**src/rtl/mat_serializer.sv**
```systemverilog
// Captures a ROWS x COLS matrix on start and streams its elements over a valid/ready port.
// Define MAT_SERIALIZER_COLMAJOR_EN for column-major traversal; row-major otherwise.
module mat_serializer #(
    parameter int ROWS  = 1,
    parameter int COLS  = 1,
    parameter int WIDTH = 8
) (
    input  logic                        clk,
    input  logic                        reset,
    input  logic                        start,
    input  logic [ROWS*COLS*WIDTH-1:0]  mat_in,
    output logic [WIDTH-1:0]            out_data,
    output logic                        out_valid,
    input  logic                        out_ready,
    output logic                        out_last,
    output logic                        busy,
    output logic                        done
);
    localparam int N  = ROWS * COLS;
    localparam int RW = (ROWS > 1) ? $clog2(ROWS) : 1;
    localparam int CW = (COLS > 1) ? $clog2(COLS) : 1;
    localparam logic [RW-1:0] ROW_MAX = RW'(ROWS - 1);
    localparam logic [CW-1:0] COL_MAX = CW'(COLS - 1);

    typedef enum logic {IDLE, SEND} state_t;

    state_t               state;
    logic [N*WIDTH-1:0]   mat_q;
    logic [RW-1:0]        row, nrow;
    logic [CW-1:0]        col, ncol;
    logic [WIDTH-1:0]     ndata;
    logic                 nlast;

    // Next position; the wrapped value past the final element is never presented.
    always_comb begin
        nrow = row;
        ncol = col;
`ifdef MAT_SERIALIZER_COLMAJOR_EN
        if (row == ROW_MAX) begin
            nrow = '0;
            ncol = col + 1'b1;
        end else begin
            nrow = row + 1'b1;
        end
`else
        if (col == COL_MAX) begin
            ncol = '0;
            nrow = row + 1'b1;
        end else begin
            ncol = col + 1'b1;
        end
`endif
        ndata = mat_q[(int'(nrow) * COLS + int'(ncol)) * WIDTH +: WIDTH];
        nlast = (nrow == ROW_MAX) && (ncol == COL_MAX);
    end

    assign busy = (state == SEND);

    always_ff @(posedge clk or posedge reset) begin
        if (reset) begin
            state     <= IDLE;
            mat_q     <= '0;
            row       <= '0;
            col       <= '0;
            out_data  <= '0;
            out_valid <= 1'b0;
            out_last  <= 1'b0;
            done      <= 1'b0;
        end else begin
            done <= 1'b0;
            case (state)
                IDLE: begin
                    if (start) begin
                        mat_q     <= mat_in;
                        row       <= '0;
                        col       <= '0;
                        out_data  <= mat_in[WIDTH-1:0];
                        out_valid <= 1'b1;
                        out_last  <= (N == 1);
                        state     <= SEND;
                    end
                end
                SEND: begin
                    if (out_valid && out_ready) begin
                        if (out_last) begin
                            state     <= IDLE;
                            out_valid <= 1'b0;
                            out_last  <= 1'b0;
                            done      <= 1'b1;
                        end else begin
                            row      <= nrow;
                            col      <= ncol;
                            out_data <= ndata;
                            out_last <= nlast;
                        end
                    end
                end
                default: state <= IDLE;
            endcase
        end
    end
endmodule

```
**config.mk**
```make
export PLATFORM = sky130hd
export DESIGN_NAME = mat_serializer
export DESIGN_NICKNAME = d
export VERILOG_FILES = /design/src/rtl/mat_serializer.sv
export SDC_FILE = /design/constraint.sdc
export NUM_CORES = 1
export LEC_CHECK = 0
export ABC_AREA = 1
export CORE_ASPECT_RATIO = 0.75
export CORE_MARGIN = 1.5
export CORE_UTILIZATION = 47
export DETAILED_ROUTE_END_ITERATION = 12
export PLACE_DENSITY_LB_ADDON = 0.3
export SLEW_MARGIN = 20
export SYNTH_ARGS = -nofsm -noshare
export SYNTH_HDL_FRONTEND = slang
export SYNTH_SLANG_ARGS = --single-unit
```
**constraint.sdc**
```tcl
create_clock -name clk -period 1.35 [get_ports clk]
set_input_delay 0.2025 -clock clk [delete_from_list [all_inputs] [get_ports clk]]
set_output_delay 0.2025 -clock clk [all_outputs]
set_load 0.01 [all_outputs]
```
==> run summary <==
Largest buffer count on any clock path: 2. In this run the clock root is driven by a clkbuf_4. Sequential cells were found to cover 53.0% of the synthesized design area. The peak ir drop on the vdd network is 0.000613 V.

TritonCTS built the clock tree. Library cell occupying the most area in the post-synthesis netlist: dfrtp_1. The tools report the number of distinct library cells after synthesis as 17. The insertion delay of the later-clocked pin in the worst-skew pair was 0.30 ns; the count of mapped cells out of synthesis was 121. Clock-pin slew was measured on the worst setup and hold paths at 0.11 ns. Counting the buffers created by CTS gives 3. The count of maximum capacitance violations was 0; the post-route worst setup slack was 0.133 ns. At the placement stage, the worst setup path has a slack of 0.0144 ns. The setup path with the least slack is of type register to register. In the routed design, unresolved DRC markers number 0.

The area fraction of the dominant cell type after synthesis is 53.0%, and the aggregate global-route resource usage is 18.2%. The number of nets in the synthesized netlist is 133. The maximum fanout along the worst path came out at 8. The first-pass detailed-route iteration total was 4; the post-layout instance area was 1300 um2. Half-perimeter wire length after placement: 1540 um. Total power for the finished layout comes to 0.989 mW.

The average instance in the mapped netlist occupies 8.19 um2. The hold buffer count at CTS came out at 0. STA classifies the critical path endpoint as a register. By area the synthesized netlist is led by dfrtp_1, nand2_1, nand3_1. Entering global routing, the biggest net connects 22 pins.

The number of placed instances, taps included, is 170. On the final layout, the worst clock skew is 0.00768 ns. The first global-routing pass estimated 3340 um of wire. The register-to-register setup slack was 0.13 ns; the total of flip-flops plus latches after synthesis was 21.

The tools report the number of nets in the final layout as 166. The number of global-route vias before repair is 742, and the total number of vias is 896. The critical path buffer and inverter count came out at 2. In this run the cell area measured after placement is 1260 um2.

After filler insertion, the fill cell instance count of the layout stands at 170. For this run the aggregate overflow at the end of global routing stands at 0. Compared with the post-synthesis result, the final layout area differs by 31.1%. STA classifies the critical path startpoint as a register. The number of DRC markers in iteration 0 is 20. The repair_antennas step left the layout with diodes totalling 0.

The run finished with clean final reports. After synthesis the cells add up to 991 um2. The leakage component of the power was 0.749 nW; the proportion of layout cells with a drive suffix above 1 was 11.1%.

The critical path goes through buf_4 -> buf_4 -> nand2_1 -> nand3_2 -> nand2_1 -> nand2_1. Among the stages of the critical path, the cell type that occurs most often is nand2_1. Once detail routing completed, the nets flagged for antenna violations numbered 0. In the final routed layout, each cell accounts on average for 12.0 um. Row generation in the floorplan step produced 14 rows. The total count of hold-check failures in the final report is 0, and the sum of negative setup slack is 0 ns. The total routed wirelength is 2120 um.

The arrival time reported for the critical path endpoint came out at 1.41 ns. Using the TritonRoute via totals, the vias-per-cell ratio works out to 5.06. Cell family contributing the most delay on the critical path: simple AND/OR/NAND/NOR gates. 24 I/O pins were placed.

Minimum clock period: 1.22 ns. The number of buffers inserted by port buffering is 23. For the worst slew margin relative to its limit, the log shows 80.5%.

Number of warnings printed during yosys synthesis: 0. In this design, the stage delay of the slowest critical-path cell is 0.39 ns. The die covers 2400 um2. For the pin with the worst max-slew slack, the measured transition is 0.293 ns. Setup repair after global routing left no endpoint under its margin. The height of the chip came out at 42.8 um. CTS H-tree depth: 1. The CTS sink count was 21. The portion of the clock cycle consumed by the worst path in the final layout was 90.1%. The count of non-filler cells in the finished layout came out at 177.

Based on the critical path, the design can be clocked at up to 0.822 GHz. Hold is met by 0.216 ns. Final weighted congestion in routability-driven placement: 0.813. Slowest cell on the critical path: dfrtp_1.

For the worst setup path, the data required time is 1.54 ns. The starting density of the core was 49.6%; the power per unit of standard cell area was 762 nW/um2. The tools report the area of the placeable core as 2000 um2. For the count of pins over their slew limit, the log shows 0. Measured along the x axis, the die boundary spans 56.0 um. The number of antenna violations at the first check in global routing was 0; the utilization of the core after routing was 65.0%.

The classification of the worst-slack hold path was input pin to async pin. Setup violations remaining at the end of the flow were counted as 0.
-- Yosys cell counts --
library cell  number
inv_4              1
nand2_2            1
nand3_2            1
o21ai_0            2
nand3_1           24
a21oi_1            2
nand2_8            1
buf_6              1
buf_2              1
nand2_4            1
o21ai_1            1
nand4_1            1
inv_1              5
nor2_1             2
nand2_1           54
buf_4              2
dfrtp_1           21
-- power breakdown --
part           leakage (nW)  switching [mW]  internal [mW]
Combinational         0.457          0.0282         0.0342
Clock                0.0150           0.183          0.115
Sequential            0.278               0          0.629
-- final cells by class --
type                       count  area (um2)  share of cell area, %
multi-input combinational     90         409                   31.5
inverter                       6        25.0                   1.93
tap                           24        30.0                   2.31
timing repair buffer          32         283                   21.8
clock buffer                   4        26.3                   2.02
sequential                    21         526                   40.5
-- layer usage --
metal	part of all wire (%)	vias up	routed length [um]	global-route usage (%)
met5	0	-	0	0
met4	0.61	0	13	4.29
met3	6.2	2	132	5.79
met2	45	26	966	27.5
met1	48	413	1010	25.7
li1	-	455	-	-
-- logic make-up (layout without fill, tap and decap cells) --
group / Yosys count / after routing / synth area share [%]
AOI/OAI and AO/OA: 5 / 5 / 2.52
buffers and inverters: 10 / 42 / 5.68
DFF: 21 / 21 / 53.0
and+or+nand+nor: 85 / 85 / 38.8
-- cells in the final DEF (no fill, tap or decap) --
master,count
a21oi_1,2
buf_4,9
clkbuf_1,1
clkbuf_4,3
clkdlybuf4s50_1,11
dfrtp_1,21
dlygate4sd2_1,12
inv_1,5
inv_4,1
nand2_1,54
nand2_2,1
nand2_4,1
nand2_8,1
nand3_1,24
nand3_2,1
nand4_1,1
nor2_1,2
o21ai_0,2
o21ai_1,1
-- repair_timing --
item / in CTS / in global routing
setup buffers: 3 / 0
gates resized for setup: 12 / 0
endpoints found under the setup margin: 12 / 0
-- worst reg2reg max path: stages, from the launching register on --
cell     delay (ns)
dfrtp_1        0.39
buf_4          0.15
buf_4          0.15
nand2_1        0.07
nand3_2        0.17
nand2_1        0.12
nand2_1        0.06
-- sequential cells by signal (all words and copies together) (netlist names) --
signal,cells
out_data,8
mat_q,8
out_last,1
busy,1
row,1
done,1
out_valid,1
-- final timing paths --
check | from | to | depth (start not counted)
hold / removal | reset | mat_q[5]$_DFFE_PP0P_ | 3
max in group asynchronous | reset | row$_DFFE_PP0P_ | 3
hold reg to reg | out_data[1]$_DFFE_PP0P_ | out_data[1]$_DFFE_PP0P_ | 2
setup reg to reg | busy$_DFF_PP0_ | out_data[6]$_DFFE_PP0P_ | 6
setup / recovery | busy$_DFF_PP0_ | out_data[6]$_DFFE_PP0P_ | 6
min in group clk | mat_in[1] | mat_q[1]$_DFFE_PP0P_ | 3
Note: power is estimated with default switching activity, not from simulation.
